--- src/rtl/mac_unit_if.sv ---
// rtl/mac_unit_if.sv - operand/result bundle for one multiply-accumulate cell
interface mac_unit_if #(
    parameter int XW_WIDTH  = 4,
    parameter int ACC_WIDTH = 8
);
    logic                 en;
    logic [XW_WIDTH-1:0]  x;
    logic [XW_WIDTH-1:0]  w;
    logic [ACC_WIDTH-1:0] previous_out;
    logic [ACC_WIDTH-1:0] out;
    logic                 out_valid;
    logic                 overflow;

    modport master (
        output en, x, w, previous_out,
        input  out, out_valid, overflow
    );

    modport slave (
        input  en, x, w, previous_out,
        output out, out_valid, overflow
    );
endinterface

--- src/rtl/mac_unit.sv ---
// rtl/mac_unit.sv - registered multiply-accumulate cell, out <= previous_out + x*w
// Optional MAC_SAT_EN: saturate on overflow instead of wrapping.
module mac_unit #(
    parameter int XW_WIDTH  = 4,
    parameter int ACC_WIDTH = 8,
    parameter int SIGNED    = 0
) (
    input logic       clk,
    input logic       rst_n,
    mac_unit_if.slave bus
);
    localparam int PW = 2 * XW_WIDTH;
    localparam int SW = ACC_WIDTH + 1;

    generate
        if (ACC_WIDTH < 2 * XW_WIDTH) begin : g_width_check
            $error("mac_unit: ACC_WIDTH must be >= 2*XW_WIDTH");
        end
    endgenerate

    logic                 is_signed;
    logic [PW-1:0]        x_ext;
    logic [PW-1:0]        w_ext;
    logic [PW-1:0]        prod;
    logic [SW-1:0]        prod_ext;
    logic [SW-1:0]        prev_ext;
    logic [SW-1:0]        sum;
    logic                 ovf_next;
    logic [ACC_WIDTH-1:0] out_next;

    assign is_signed = (SIGNED != 0);

    // Extending both operands to the product width first makes the low PW bits
    // of the product correct for either signedness.
    assign x_ext    = {{XW_WIDTH{is_signed & bus.x[XW_WIDTH-1]}}, bus.x};
    assign w_ext    = {{XW_WIDTH{is_signed & bus.w[XW_WIDTH-1]}}, bus.w};
    assign prod     = x_ext * w_ext;
    assign prod_ext = {{(SW-PW){is_signed & prod[PW-1]}}, prod};
    assign prev_ext = {is_signed & bus.previous_out[ACC_WIDTH-1], bus.previous_out};
    assign sum      = prev_ext + prod_ext;

    always_comb begin
        ovf_next = 1'b0;
        out_next = sum[ACC_WIDTH-1:0];
        if (is_signed) begin
            ovf_next = sum[SW-1] ^ sum[ACC_WIDTH-1];
        end else begin
            ovf_next = sum[SW-1];
        end
`ifdef MAC_SAT_EN
        if (ovf_next) begin
            if (!is_signed) begin
                out_next = '1;
            end else if (sum[SW-1]) begin
                out_next = {1'b1, {(ACC_WIDTH-1){1'b0}}};
            end else begin
                out_next = {1'b0, {(ACC_WIDTH-1){1'b1}}};
            end
        end
`endif
    end

    always_ff @(posedge clk or posedge rst_n) begin
        if (rst_n) begin
            bus.out       <= '0;
            bus.out_valid <= 1'b0;
            bus.overflow  <= 1'b0;
        end else begin
            bus.out_valid <= bus.en;
            if (bus.en) begin
                bus.out      <= out_next;
                bus.overflow <= ovf_next;
            end
        end
    end
endmodule

--- src/flat_wrapper.sv ---
// flat-port wrapper written by rule: the top's interface ports become plain ports
module mac_unit_flat 
#(
    parameter int XW_WIDTH  = 4,
    parameter int ACC_WIDTH = 8,
    parameter int SIGNED    = 0
)
  (clk, rst_n, bus_en, bus_x, bus_w, bus_previous_out, bus_out, bus_out_valid, bus_overflow);
  mac_unit_if #(.XW_WIDTH(XW_WIDTH), .ACC_WIDTH(ACC_WIDTH)) bus_i ();
  input logic clk;
  input logic rst_n;
  input wire logic [$bits(bus_i.en)-1:0] bus_en;
  input wire logic [$bits(bus_i.x)-1:0] bus_x;
  input wire logic [$bits(bus_i.w)-1:0] bus_w;
  input wire logic [$bits(bus_i.previous_out)-1:0] bus_previous_out;
  output wire logic [$bits(bus_i.out)-1:0] bus_out;
  output wire logic [$bits(bus_i.out_valid)-1:0] bus_out_valid;
  output wire logic [$bits(bus_i.overflow)-1:0] bus_overflow;
  assign bus_i.en = bus_en;
  assign bus_i.x = bus_x;
  assign bus_i.w = bus_w;
  assign bus_i.previous_out = bus_previous_out;
  assign bus_out = bus_i.out;
  assign bus_out_valid = bus_i.out_valid;
  assign bus_overflow = bus_i.overflow;
  mac_unit #(.XW_WIDTH(XW_WIDTH), .ACC_WIDTH(ACC_WIDTH), .SIGNED(SIGNED)) u_core (.clk(clk), .rst_n(rst_n), .bus(bus_i));
endmodule
--- config.mk ---
export PLATFORM = sky130hd
export DESIGN_NAME = mac_unit_flat
export DESIGN_NICKNAME = d
export VERILOG_FILES = /design/src/rtl/mac_unit_if.sv /design/src/rtl/mac_unit.sv /design/src/flat_wrapper.sv
export SDC_FILE = /design/constraint.sdc
export NUM_CORES = 1
export LEC_CHECK = 0
export BUFFER_PORTS_ARGS = -buffer_cell sky130_fd_sc_hd__buf_2
export CAP_MARGIN = 20
export CORE_MARGIN = 2
export CORE_UTILIZATION = 50
export CTS_CLUSTER_DIAMETER = 120
export DETAILED_ROUTE_END_ITERATION = 10
export GPL_TIMING_DRIVEN = 0
export PLACE_DENSITY = 0.81
export SYNTH_ARGS = -nofsm -noshare
export SYNTH_HDL_FRONTEND = slang
export SYNTH_SLANG_ARGS = --single-unit
--- constraint.sdc ---
create_clock -name clk -period 1.1 [get_ports clk]
set_input_delay 0.22 -clock clk [delete_from_list [all_inputs] [get_ports clk]]
set_output_delay 0.22 -clock clk [all_outputs]
set_load 0.005 [all_outputs]
# --- Word level (Yosys, flattened, before mapping) ---
# Index checks and enable logic that the tools add are counted.
classes:
  addsub: 1
  mul: 1
op_table:
  columns: ["op", "n"]
  rows:
  - ["$add 8x8->9", 1]
  - ["$mul 4x4->8", 1]
word_totals:
  ff_bits: 10
  out_inout_bits: 10

# --- Depth between registers and ports, before layout ---
depth:
  depth_word: 2
  ltp_mapped: 12

# --- Least setup slack after synthesis ---
# Ideal clock, no wire load.
synth_timing:
  path_kind: "input to register"
  start: "input bus_w[3]"
  end: "register u_core.bus.out[7]"
  setup_time_ps: 137
  arrival_time_ps: 2691
  t_required_ps: 963
  slack_ps: -1728
  path_stages: 10
  n_path_buf: 0
  cell_sequence: "nand2_1 fa_1 fa_1 fa_1 inv_1 ha_1 a211oi_1 o21bai_1 nand4_1 o211ai_1"
synth_between:
  elab_chain_cells: 2
synth_lines:
  columns: ["item", "line", "rtl"]
  rows:
  - ["start, declared", "flat_wrapper.sv:14", "input wire logic [$bits(bus_i.w)-1:0] bus_w;"]
  - ["$mul 4x4->8", "mac_unit.sv:37", "assign prod = x_ext * w_ext;"]
  - ["$add 8x8->9", "mac_unit.sv:40", "assign sum = prev_ext + prod_ext;"]
  - ["end signal, assigned", "mac_unit.sv:71", "bus.out <= out_next;"]
  - ["end, declared", "mac_unit_if.sv:21", "output out, out_valid, overflow"]
# No other way between the ends.
# A chain may end at the register's enable or synchronous reset.

# --- Worst setup path in the final report ---
layout_timing:
  start: "input bus_w[3]"
  end: "register u_core.bus.out[6]"
# The elaborated chain is that of the path after synthesis.

==> results.py <==
metrics = {
    "outcome": {
        "status": "finished, violations left",
        "violations": "setup timing",
    },
    "hold_path": {
        "worst_hold_path.endpoint": "u_core.bus.out_valid",
        "hold_depth": 1,
        "hp-class": "primary input to flop",
        "hp-start": "bus_en",
    },
    "die": {
        "start_util": 0.530,
        "fp.coreArea_um2": 2210,
        "fp-row-count": 17,
        "dieArea_um2": 2750,
        "dieWidth_um": 52.4,
        "io-pin-count": 29,
        "die_h_um": 52.4,
    },
    "final_layout": {
        "final_cells": 189,
        "multi_input_area_um2": 1000,
        "n_antenna_cell": 0,
        "final_core_util": 0.749,
        "fill_cells": 162,
        "syn_to_final_growth_pct": 41.3,
        "finalNetCount": 208,
        "most-common-layout-cells": "buf_2 (24), inv_1 (23), dfrtp_1 (10)",
        "seq_area_um2": 250,
        "final_common_cell": "buf_2",
        "fin_area_um2": 1660,
        "layout-drive-gt1-share": 0.441,
    },
    "synth": {
        "synth.area.top_cells": "dfrtp_1 (21%), ha_1 (18%), fa_1 (15%)",
        "synth_cell_type_count": 30,
        "syn-cell-area_um2": 1170,
        "syn_avg_cell_area_um2": 9.45,
        "yosys_warnings": 0,
        "synth_largest_area_cell": "dfrtp_1",
        "syn_nets": 169,
        "yosysTopAreaCellShare": 0.213,
        "seq_area_frac_synth": 0.213,
        "syn_inst": 124,
        "synth_seq_cells": 10,
    },
    "sta": {
        "setup_viol": 8,
        "final.setup.tns_ns": -9.42,
        "worst_pin_slew_ns": 0.357,
        "fmax_ghz": 0.396,
        "min_period_ns": 2.52,
        "finalHoldViolCount": 0,
        "fin_crit_sh": 2.30,
        "slew-limit-headroom": 0.762,
        "fin_ws_ns": -1.42,
        "fin_skew_ns": 0,
        "grt_setup_unrepaired": "yes",
        "slew_viol_final": 0,
    },
    "grt": {
        "track_usage": 0.218,
        "gr-total-overflow": 0,
        "grt_antenna_before_repair": 0,
        "met3_usage": 0.0314,
        "grt_pass1_wl_mm": 4.38,
        "gr-usage-met2": 0.431,
        "top_usage_layer": "met2",
        "grt_max_degree": 11,
        "grt_pass1_vias": 1054,
        "use_met1": 0.214,
    },
    "critical_path": {
        "crit_top_cell": "fa_1",
        "slowest_delay_ns": 0.54,
        "crit_chain": "buf_8 > nand2_4 > fa_1 > fa_1 > fa_1 > inv_2 > ha_4 > o21ai_4 > o21bai_1 > nand4_1 > o211ai_1",
        "crit_required_ns": 1.29,
        "ff2ff_setup_slack_ns": 0.09,
        "critPathLaunchType": "primary input",
        "cp-end-kind": "flop",
        "worstPathMaxFanout": 4,
        "r2r-end": "u_core.bus.out[7]",
        "crit_type": "primary input to flop",
        "critPathArrivalTime_ns": 2.71,
        "r2r_cells": 3,
        "slowest_stage": "fa_1",
        "rr_startpoint": "u_core.bus.out[7]",
    },
    "detailed_routing": {
        "wirelength_mm": 2.60,
        "via_count": 1022,
        "wl_per_cell_um": 13.8,
        "dr.pass1.iters": 4,
        "viasPerCell": 5.41,
        "drt_iter0_markers": 14,
        "antenna_left": 0,
        "post-route-drc-count": 0,
    },
    "power": {
        "power_leakage_uw": 0.000805,
        "vdd_drop_max_mv": 0.834,
        "power_density_nw_per_um2": 1340,
    },
    "place": {
        "place_congestion": 0.859,
        "dp_cells": 180,
        "io_buffers": 28,
        "postPlaceCellArea_um2": 1490,
        "dp_hpwl_mm": 1.98,
    },
    "clocking": {
        "cts_tree": "yes",
        "clock-sinks": 10,
        "root_buffer": "clkbuf_4",
        "cts_buffers": 3,
        "insertion_delay_ns": 0.26,
        "clkTransAtPathRegs_ns": 0.07,
        "clock_path_buffers": 2,
        "htree_levels": 1,
    },
    "run": {
        "cap_violations": 0,
    },
}
[synth_stat cells]
master / n
and2_1: 10
mux2_1: 3
a211oi_1: 3
o21bai_1: 2
nand3_1: 2
xnor2_1: 1
nor2b_1: 2
o21ai_2: 1
nor2_1: 1
nand4_1: 2
a311oi_1: 2
nor4b_1: 2
ha_1: 17
inv_1: 27
fa_1: 9
a211oi_2: 1
a2111oi_4: 1
o22ai_1: 2
a21o_1: 2
nand3b_1: 2
a21oi_2: 1
dfrtp_1: 10
nand2_1: 7
buf_2: 2
a21oi_1: 2
o211ai_1: 3
nand2b_1: 2
o21ai_0: 3
mux2i_1: 1
o21ai_1: 1
[flip-flops by register name, indices dropped and copies added (netlist names)]
signal	count
u_core.bus.overflow	1
u_core.bus.out_valid	1
u_core.bus.out	8
[logic make-up (layout without fill, tap and decap cells)]
logic type	after synthesis	count (layout)	share of synthesized area
compound gates	24	24	0.164
xor+xnor	1	1	0.00747
fa+ha+maj	26	26	0.335
buf+inv	29	66	0.0950
flops	10	10	0.213
mux	4	4	0.0374
simple gates	30	30	0.147
[metrics by stage]
| stage | hold WS [ns] | worst slack (ns) | total power [uW] |
|---|---|---|---|
| 2_1_floorplan | 0.0602 | -1.52 | 1410 |
| 3_3_place_gp | 0.201 | -1.78 | 1670 |
| 3_5_place_dp | 0.208 | -1.84 | 1720 |
| 4_1_cts | 0.115 | -1.44 | 2110 |
| 5_1_grt | 0.114 | -1.59 | 2410 |
| 6_report | 0.113 | -1.42 | 2210 |
[per-layer routing]
| layer | share of wire | vias up | routed length [um] |
|---|---|---|---|
| li1 | - | 493 | - |
| met1 | 0.39 | 486 | 1020 |
| met2 | 0.54 | 33 | 1390 |
| met3 | 0.048 | 10 | 124 |
| met4 | 0.025 | 0 | 64 |
| met5 | 0 | - | 0 |
[how the worst max path moves through the flow]
stage,startpoint,endpoint,slack (ns),cells past startpoint
after CTS,bus_w[3],u_core.bus.overflow,-1.44,11
after global placement,bus_w[1],u_core.bus.overflow,-1.78,11
after detailed placement,bus_x[2],u_core.bus.overflow,-1.84,13
after floorplan,bus_x[2],u_core.bus.overflow,-1.52,10
after global routing,bus_w[3],u_core.bus.out[6],-1.59,11
final,bus_w[3],u_core.bus.out[6],-1.42,11
[area by class of cell]
cell class | instances | area share
tap | 28 | 0.0211
clock buffer | 3 | 0.0136
timing repair buffer | 34 | 0.140
multi-input combinational | 85 | 0.606
buffer | 2 | 0.00604
sequential | 10 | 0.151
inverter | 27 | 0.0612
[worst max-delay path, delay by kind of cell]
kind	cells	cell delay [ns]
adder cells (fa/ha/maj)	4	1.75
AND/OR/NAND/NOR	2	0.19
buffers and inverters	2	0.12
AO/OA/AOI/OAI	3	0.41
[repair_timing]
item / in CTS / in global routing
resized for setup: 19 / 7
hold buffers: 1 / 0
setup endpoints to repair: 8 / 8
hold endpoints to repair: 10 / 0
pin swaps: 21 / 13
setup buffers: 3 / 2
[report_power, final]
part | leakage (uW) | internal, uW | switching, uW
combinational | 0.000672 | 746 | 681
clock | 0.0000138 | 126 | 123
sequential | 0.000119 | 485 | 52.0
total | 0.000805 | 1360 | 857
(Power assumes the default switching activity.)
